--- src/rtl/alu_pkg.sv ---
// Shared select codes and FSM encoding for the ALU control decoder and the EX-stage executor.
package alu_pkg;

  localparam int unsigned SEL_W = 4;

  localparam logic [SEL_W-1:0] SEL_AND = 4'b0000;
  localparam logic [SEL_W-1:0] SEL_OR  = 4'b0001;
  localparam logic [SEL_W-1:0] SEL_ADD = 4'b0010;
  localparam logic [SEL_W-1:0] SEL_MUL = 4'b0011;
  localparam logic [SEL_W-1:0] SEL_DIV = 4'b0100;
  localparam logic [SEL_W-1:0] SEL_SUB = 4'b0110;
  localparam logic [SEL_W-1:0] SEL_SLT = 4'b0111;
  localparam logic [SEL_W-1:0] SEL_NOP = 4'b1000;

  typedef enum logic [1:0] {
    ST_IDLE = 2'd0,
    ST_MUL  = 2'd1,
    ST_DIV  = 2'd2,
    ST_FIN  = 2'd3
  } state_t;

endpackage

--- src/rtl/alu_seq_exec_if.sv ---
// Request/response bundle between the EX-stage controller (master) and the executor (slave).
interface alu_seq_exec_if #(
  parameter int unsigned WIDTH = 32
);
  import alu_pkg::*;

  logic             start;
  logic [SEL_W-1:0] sel;
  logic [WIDTH-1:0] a;
  logic [WIDTH-1:0] b;
  logic             busy;
  logic             done;
  logic [WIDTH-1:0] result;
  logic [WIDTH-1:0] hi;
  logic             zero;

  modport master (
    output start, sel, a, b,
    input  busy, done, result, hi, zero
  );

  modport slave (
    input  start, sel, a, b,
    output busy, done, result, hi, zero
  );

endinterface

--- src/rtl/alu_iter_muldiv.sv ---
// Iterative radix-2 unsigned multiplier / restoring divider sharing one shift register pair and adder.
module alu_iter_muldiv #(
  parameter int unsigned WIDTH = 32,
  parameter int unsigned CNT_W = $clog2(WIDTH) + 1
) (
  input  logic             clk,
  input  logic             rst,
  input  logic             load,
  input  logic             op_div,
  input  logic [WIDTH-1:0] a,
  input  logic [WIDTH-1:0] b,
  output logic             last_c,
  output logic [WIDTH-1:0] lo_c,
  output logic [WIDTH-1:0] hi_c
);

  localparam int unsigned SW = WIDTH + 2;

  logic [WIDTH-1:0] hi_q;
  logic [WIDTH-1:0] lo_q;
  logic [WIDTH-1:0] opnd_q;
  logic [CNT_W-1:0] cnt_q;
  logic             div_q;

  logic [WIDTH:0]   base;
  logic [WIDTH:0]   addend;
  logic [SW-1:0]    sum;
  logic             ge;
  logic [WIDTH-1:0] hi_n;
  logic [WIDTH-1:0] lo_n;

  // One adder: acc + (multiplier lsb ? multiplicand : 0) for MUL, {rem,next dividend bit} - divisor for DIV
  always_comb begin
    base   = {1'b0, hi_q};
    addend = lo_q[0] ? {1'b0, opnd_q} : '0;
    if (div_q) begin
      base   = {hi_q, lo_q[WIDTH-1]};
      addend = ~{1'b0, opnd_q};
    end
    sum = {1'b0, base} + {1'b0, addend} + SW'(div_q);
    ge  = sum[SW-1];

    if (div_q) begin
      hi_n = ge ? sum[WIDTH-1:0] : base[WIDTH-1:0];
      lo_n = {lo_q[WIDTH-2:0], ge};
    end else begin
      hi_n = sum[WIDTH:1];
      lo_n = {sum[0], lo_q[WIDTH-1:1]};
    end

    last_c = (cnt_q == CNT_W'(1));
    lo_c   = lo_n;
    hi_c   = hi_n;
  end

  always_ff @(posedge clk or posedge rst) begin
    if (rst) begin
      hi_q   <= '0;
      lo_q   <= '0;
      opnd_q <= '0;
      cnt_q  <= '0;
      div_q  <= 1'b0;
    end else if (load) begin
      hi_q   <= '0;
      lo_q   <= a;
      opnd_q <= b;
      cnt_q  <= CNT_W'(WIDTH);
      div_q  <= op_div;
    end else if (cnt_q != '0) begin
      hi_q  <= hi_n;
      lo_q  <= lo_n;
      cnt_q <= cnt_q - CNT_W'(1);
    end
  end

endmodule

--- src/rtl/alu_seq_exec.sv ---
// EX-stage executor: single-cycle logic/arith ops in place, MUL/DIV delegated to the iterative engine.
module alu_seq_exec
  import alu_pkg::*;
#(
  parameter int unsigned WIDTH = 32,
  parameter int unsigned CNT_W = $clog2(WIDTH) + 1
) (
  input  logic            clk,
  input  logic            rst,
  alu_seq_exec_if.slave   bus
);

  state_t           state_q, state_d;
  logic             busy_q, busy_d;
  logic             done_q, done_d;
  logic             zero_q, zero_d;
  logic [WIDTH-1:0] result_q, result_d;
  logic [WIDTH-1:0] hi_q, hi_d;

  logic             load_c;
  logic             op_div_c;
  logic             last_c;
  logic [WIDTH-1:0] it_lo_c;
  logic [WIDTH-1:0] it_hi_c;
  logic [WIDTH-1:0] alu_c;
  logic             slt_c;

  alu_iter_muldiv #(
    .WIDTH (WIDTH),
    .CNT_W (CNT_W)
  ) u_iter (
    .clk    (clk),
    .rst    (rst),
    .load   (load_c),
    .op_div (op_div_c),
    .a      (bus.a),
    .b      (bus.b),
    .last_c (last_c),
    .lo_c   (it_lo_c),
    .hi_c   (it_hi_c)
  );

  // Single-cycle ops; unlisted codes fall through to ADD
  always_comb begin
    slt_c = ($signed(bus.a) < $signed(bus.b));
    case (bus.sel)
      SEL_AND: alu_c = bus.a & bus.b;
      SEL_OR:  alu_c = bus.a | bus.b;
      SEL_SUB: alu_c = bus.a - bus.b;
      SEL_SLT: alu_c = {{(WIDTH-1){1'b0}}, slt_c};
      SEL_NOP: alu_c = '0;
      default: alu_c = bus.a + bus.b;
    endcase
  end

  always_comb begin
    state_d  = state_q;
    busy_d   = busy_q;
    done_d   = 1'b0;
    result_d = result_q;
    hi_d     = hi_q;
    load_c   = 1'b0;
    op_div_c = (bus.sel == SEL_DIV);

    case (state_q)
      ST_IDLE: begin
        if (bus.start) begin
          if (bus.sel == SEL_MUL) begin
            load_c  = 1'b1;
            busy_d  = 1'b1;
            state_d = ST_MUL;
          end else if (op_div_c && (bus.b == '0)) begin
            result_d = '1;
            hi_d     = bus.a;
            done_d   = 1'b1;
          end else if (op_div_c) begin
            load_c  = 1'b1;
            busy_d  = 1'b1;
            state_d = ST_DIV;
          end else begin
            result_d = alu_c;
            hi_d     = '0;
            done_d   = 1'b1;
          end
        end
      end
      ST_MUL, ST_DIV: begin
        if (last_c) begin
          result_d = it_lo_c;
          hi_d     = it_hi_c;
          done_d   = 1'b1;
          busy_d   = 1'b0;
          state_d  = ST_FIN;
        end
      end
      ST_FIN: begin
        state_d = ST_IDLE;
      end
      default: begin
        state_d = ST_IDLE;
      end
    endcase

    zero_d = (result_d == '0);
  end

  always_ff @(posedge clk or posedge rst) begin
    if (rst) begin
      state_q  <= ST_IDLE;
      busy_q   <= 1'b0;
      done_q   <= 1'b0;
      zero_q   <= 1'b1;
      result_q <= '0;
      hi_q     <= '0;
    end else begin
      state_q  <= state_d;
      busy_q   <= busy_d;
      done_q   <= done_d;
      zero_q   <= zero_d;
      result_q <= result_d;
      hi_q     <= hi_d;
    end
  end

  assign bus.busy   = busy_q;
  assign bus.done   = done_q;
  assign bus.zero   = zero_q;
  assign bus.result = result_q;
  assign bus.hi     = hi_q;

endmodule

--- src/flat_wrapper.sv ---
// flat-port wrapper written by rule: the top's interface ports become plain ports
module alu_seq_exec_flat import alu_pkg::*;
#(
  parameter int unsigned WIDTH = 32,
  parameter int unsigned CNT_W = $clog2(WIDTH) + 1
)
  (clk, rst, bus_start, bus_sel, bus_a, bus_b, bus_busy, bus_done, bus_result, bus_hi, bus_zero);
  alu_seq_exec_if #(.WIDTH(WIDTH)) bus_i ();
  input  logic clk;
  input  logic rst;
  input wire logic [$bits(bus_i.start)-1:0] bus_start;
  input wire logic [$bits(bus_i.sel)-1:0] bus_sel;
  input wire logic [$bits(bus_i.a)-1:0] bus_a;
  input wire logic [$bits(bus_i.b)-1:0] bus_b;
  output wire logic [$bits(bus_i.busy)-1:0] bus_busy;
  output wire logic [$bits(bus_i.done)-1:0] bus_done;
  output wire logic [$bits(bus_i.result)-1:0] bus_result;
  output wire logic [$bits(bus_i.hi)-1:0] bus_hi;
  output wire logic [$bits(bus_i.zero)-1:0] bus_zero;
  assign bus_i.start = bus_start;
  assign bus_i.sel = bus_sel;
  assign bus_i.a = bus_a;
  assign bus_i.b = bus_b;
  assign bus_busy = bus_i.busy;
  assign bus_done = bus_i.done;
  assign bus_result = bus_i.result;
  assign bus_hi = bus_i.hi;
  assign bus_zero = bus_i.zero;
  alu_seq_exec #(.WIDTH(WIDTH), .CNT_W(CNT_W)) u_core (.clk(clk), .rst(rst), .bus(bus_i));
endmodule
--- config.mk ---
export PLATFORM = sky130hd
export DESIGN_NAME = alu_seq_exec_flat
export DESIGN_NICKNAME = d
export VERILOG_FILES = /design/src/rtl/alu_pkg.sv /design/src/rtl/alu_seq_exec_if.sv /design/src/rtl/alu_iter_muldiv.sv /design/src/rtl/alu_seq_exec.sv /design/src/flat_wrapper.sv
export SDC_FILE = /design/constraint.sdc
export NUM_CORES = 1
export LEC_CHECK = 0
export ABC_AREA = 1
export CAP_MARGIN = 40
export CORE_ASPECT_RATIO = 2
export CORE_MARGIN = 2
export CORE_UTILIZATION = 32
export DETAILED_ROUTE_END_ITERATION = 6
export SLEW_MARGIN = 20
export SYNTH_ARGS = -nofsm -noshare
export SYNTH_HDL_FRONTEND = slang
export SYNTH_SLANG_ARGS = --single-unit
--- constraint.sdc ---
create_clock -name clk -period 8.85 [get_ports clk]
set_input_delay 1.77 -clock clk [delete_from_list [all_inputs] [get_ports clk]]
set_output_delay 1.77 -clock clk [all_outputs]
set_load 0.02 [all_outputs]
==> metrics.log <==
[metrics] clock-pin slew of the registers on the worst-case setup and hold paths: around 80 ps
[metrics] # Post-CTS Setup Buffers: 0
[metrics] post-cts hold buffer count: 0
[metrics] total power per unit cell area: 379 nW/um^2
[metrics] starting density of the core: approximately a third
[metrics] core region area: ~57000 um^2
[metrics] synthesized netlist net count: between 3000 and 4000
[metrics] Place WS: 2770 ps
[metrics] number of cells after detailed placement: 3800
[metrics] Worst-Skew Late Latency: between 400 and 500 ps
[metrics] overall global routing resource usage: between 30% and 40%
[metrics] async set or reset register ratio after synthesis: 100%
[metrics] HPWL after detailed placement: approximately 75 mm
[metrics] PnR worst setup slack: roughly 3100 ps
[metrics] total non-filler cell area in the finished layout: between 20000 and 25000 um^2
[metrics] global-route wire length before repair: 135 mm
[metrics] # rows: around 120
[metrics] crit start category: primary input
[metrics] Post-Syn Instances: 3005
[metrics] status: finished, final reports clean
[metrics] Placement Cell Area: 20300 um^2
[metrics] first element of the critical path: bus_a[15]
[metrics] number of gates given a new drive strength after cts: 0
[metrics] total of warnings raised by yosys: 0
[metrics] worst reg2reg startpoint: u_core.u_iter.div_q
[metrics] leak pwr: about 11 nW
[metrics] Hold Vio Cnt, Final: 0
[metrics] count of maximum capacitance violations: 0
[metrics] Crit path required time: 9270 ps
[metrics] initial antenna violation count: 3
[metrics] total die area: 59500 um^2
[metrics] Critical Path End: u_core.bus.zero
[metrics] IO buf count: 137
[metrics] Max Transition Viols Final: 0
[metrics] worst vdd ir: ~0.00017 V
[metrics] Avg Vias per Cell: about 5.5
[metrics] worst max-slew margin expressed relative to the limit: between 30 and 40%
[metrics] reg2reg setup slack: around 3500 ps
[metrics] number of synthesized register bits: 172
[metrics] # DRC: 0
[metrics] final worst-path cycle share: approximately two thirds
[metrics] classification of the worst-slack hold path: flip-flop to flip-flop
[metrics] number of clock sinks: between 150 and 200
[metrics] Period minus WS final: slightly below 6000 ps
[metrics] commonest register cell after synthesis: sky130_fd_sc_hd__dfrtp_1
[metrics] filler instances: ~6300
[metrics] mean post-synth cell area: between 6 and 7 um^2
[metrics] number of enable-type register cells in the synthesized netlist: 0
[metrics] GRT Residual Overflow: 0
[metrics] die span in y: about 340 um
[metrics] share of cells above drive strength 1: 5.62%
[metrics] drt total wl: approximately 94 mm
[metrics] post-route ant nets: 0
[metrics] iteration-0 DRC count of the detailed router: between 1500 and 2000
[metrics] clock tree root driver cell: sky130_fd_sc_hd__clkbuf_16
[metrics] mapped cell area: 18400 um^2
[metrics] setup tns final: 0 ps
[metrics] crit end category: flip-flop
[metrics] number of buffers on the longest clock path: 2
[metrics] Highest Clock Rate: 173 MHz
[metrics] CP Class: primary input to flip-flop
[metrics] post-DR wirelength/cell: between 20 and 25 um
[metrics] post-synthesis to final-layout area growth: 13.9%
[metrics] num ports: 138
[metrics] end of the worst register-to-register path: u_core.bus.hi[4]
[metrics] CTS tree: yes
[metrics] post-route clock skew: just under 20 ps
[metrics] drt pass-1 iters: 6
[metrics] total CTS buffers: 17
[metrics] Final Non-Filler Cells: 3838
[metrics] setup repair after global routing missed its margin: false
[metrics] Net count, final: between 3000 and 4000
[metrics] synth unique cells: 59
[metrics] final setup fails: 0
[metrics] cell count of the worst reg-to-reg path: 14
[metrics] routability congestion estimate from global placement: approximately 1.1
[metrics] CTS H-Tree Depth: 4
[metrics] Die Span X: between 150 and 200 um
[metrics] via count: 20954
[metrics] Crit Path Max Fanout: 9
[metrics] Worst-Margin Slew: around 900 ps
[metrics] Arrival @ worst endpoint: 6210 ps
[metrics] largest net degree at the start of global routing: 103
[metrics] sequential element share of the synthesized area: between 20% and 30%
[metrics] number of global-route vias before repair: between 20000 and 25000
## cell usage after synthesis (all sizes together), types with 33 or more instances
library cell	count	area [um^2]
nand4	54	338
o21ai	293	1480
a21oi	165	882
clkbuf	55	206
ha	132	1650
a221oi	33	289
dfrtp	171	4280
buf	73	468
nor2	173	727
nand2	998	3790
inv	481	1810
nand3	187	966
## kinds of logic after synthesis
logic type / share of synthesized area [%]
flip-flops: 23.4
XOR/XNOR: 1.24
AO/OA/AOI/OAI: 19.1
adder cells (fa/ha/maj): 9.42
AND/OR/NAND/NOR: 33.2
buffers and inverters: 13.6
## critical path, stage by stage
cell and delay [ps]:
sky130_fd_sc_hd__clkdlybuf4s50_1 650, sky130_fd_sc_hd__inv_1 230, sky130_fd_sc_hd__ha_1 590, sky130_fd_sc_hd__nand2_1 190, sky130_fd_sc_hd__nor2_1 330, sky130_fd_sc_hd__nand2_1 270, sky130_fd_sc_hd__nor2_1 220, sky130_fd_sc_hd__nand2_1 220
sky130_fd_sc_hd__nand3_1 150, sky130_fd_sc_hd__nand2_1 60, sky130_fd_sc_hd__nand3_1 90, sky130_fd_sc_hd__nand4_1 370, sky130_fd_sc_hd__nand2_1 160, sky130_fd_sc_hd__nand2_1 60, sky130_fd_sc_hd__nand2_1 80, sky130_fd_sc_hd__nand2_1 70
sky130_fd_sc_hd__inv_1 60, sky130_fd_sc_hd__nand2_1 110, sky130_fd_sc_hd__nor2_1 200, sky130_fd_sc_hd__nand3_1 200, sky130_fd_sc_hd__nor2_1 130
## per-stage QoR
| step | utilization [%] | power (mW) | hold slack [ps] |
|---|---|---|---|
| floorplan | - | 5.13 | 465 |
| detailed placement | 35.7 | 7.04 | 465 |
| finish | 36.8 | 7.95 | 484 |
| global placement | 35.5 | 6.98 | 463 |
| global route | 36.8 | 8.57 | 507 |
| CTS | 36.7 | 7.85 | 484 |
## cell type report
| class | instances | area [um^2] | area share [%] |
|---|---|---|---|
| Tap cell | 756 | 946 | 4.52 |
| Clock buffer | 17 | 425 | 2.03 |
| Timing Repair Buffer | 172 | 1690 | 8.05 |
| Antenna cell | 1 | 2.50 | 0.0119 |
| Inverter | 485 | 1830 | 8.75 |
| Sequential cell | 172 | 4310 | 20.6 |
| Clock inverter | 15 | 161 | 0.771 |
| Multi-Input combinational cell | 2220 | 11600 | 55.3 |
## flip-flops by register name, summed over array words and instances (netlist names)
name / count
u_core.u_iter.cnt_q: 6
u_core.state_q: 2
u_core.u_iter.opnd_q: 32
u_core.u_iter.hi_q: 32
u_core.bus.done: 1
u_core.u_iter.lo_q: 32
u_core.bus.hi: 32
u_core.bus.zero: 1
u_core.bus.result: 32
u_core.bus.busy: 1
u_core.u_iter.div_q: 1
## worst min path at each step
| stage | start | to | slack [ps] | cells past startpoint |
|---|---|---|---|---|
| 2_1_floorplan | u_core.u_iter.hi_q[21] | u_core.u_iter.hi_q[21] | 470 | 2 |
| 3_3_place_gp | u_core.bus.hi[20] | u_core.bus.hi[20] | 460 | 2 |
| 3_5_place_dp | u_core.bus.hi[21] | u_core.bus.hi[21] | 460 | 2 |
| 4_1_cts | u_core.bus.hi[21] | u_core.bus.hi[21] | 480 | 2 |
| 5_1_grt | u_core.bus.hi[21] | u_core.bus.hi[21] | 510 | 2 |
| 6_report | u_core.bus.hi[21] | u_core.bus.hi[21] | 480 | 2 |
## per-layer routing
metal  track usage, %  share of wire, %
met3             4.44               5.3
met1             29.6                33
met4             34.9                14
met2             55.1                49
met5                0             0.019
## report_power, final
group | switching, mW | internal, mW | total [mW] | leakage, nW
logic | 3.77 | 1.83 | 5.60 | 8.21
registers | 0.359 | 1.19 | 1.55 | 2.15
clock network | 0.399 | 0.398 | 0.798 | 0.276
## cells in the final DEF, fill, tap and decap left out, types with 5 or more instances in the layout
cell	count
sky130_fd_sc_hd__o211ai_1	23
sky130_fd_sc_hd__xor2_1	14
sky130_fd_sc_hd__o21ai_0	236
sky130_fd_sc_hd__o221ai_1	23
sky130_fd_sc_hd__clkbuf_16	17
sky130_fd_sc_hd__nand3_2	6
sky130_fd_sc_hd__o22ai_1	22
sky130_fd_sc_hd__o21ai_1	53
sky130_fd_sc_hd__a21o_1	10
sky130_fd_sc_hd__nand3_1	181
sky130_fd_sc_hd__ha_1	131
sky130_fd_sc_hd__inv_1	459
sky130_fd_sc_hd__a221oi_1	33
sky130_fd_sc_hd__clkdlybuf4s50_1	137
sky130_fd_sc_hd__xnor2_1	12
sky130_fd_sc_hd__inv_2	20
sky130_fd_sc_hd__a21oi_1	154
sky130_fd_sc_hd__nor3_1	22
sky130_fd_sc_hd__buf_4	22
sky130_fd_sc_hd__nor2_2	26
sky130_fd_sc_hd__nand2_2	16
sky130_fd_sc_hd__nand4_1	54
sky130_fd_sc_hd__nand2_1	981
sky130_fd_sc_hd__o21bai_1	12
sky130_fd_sc_hd__dfrtp_1	170
sky130_fd_sc_hd__nor2_1	145
sky130_fd_sc_hd__buf_2	8
sky130_fd_sc_hd__a21oi_2	9
sky130_fd_sc_hd__inv_8	5
sky130_fd_sc_hd__nand3b_1	7
Power figures use the tool's default switching activity.
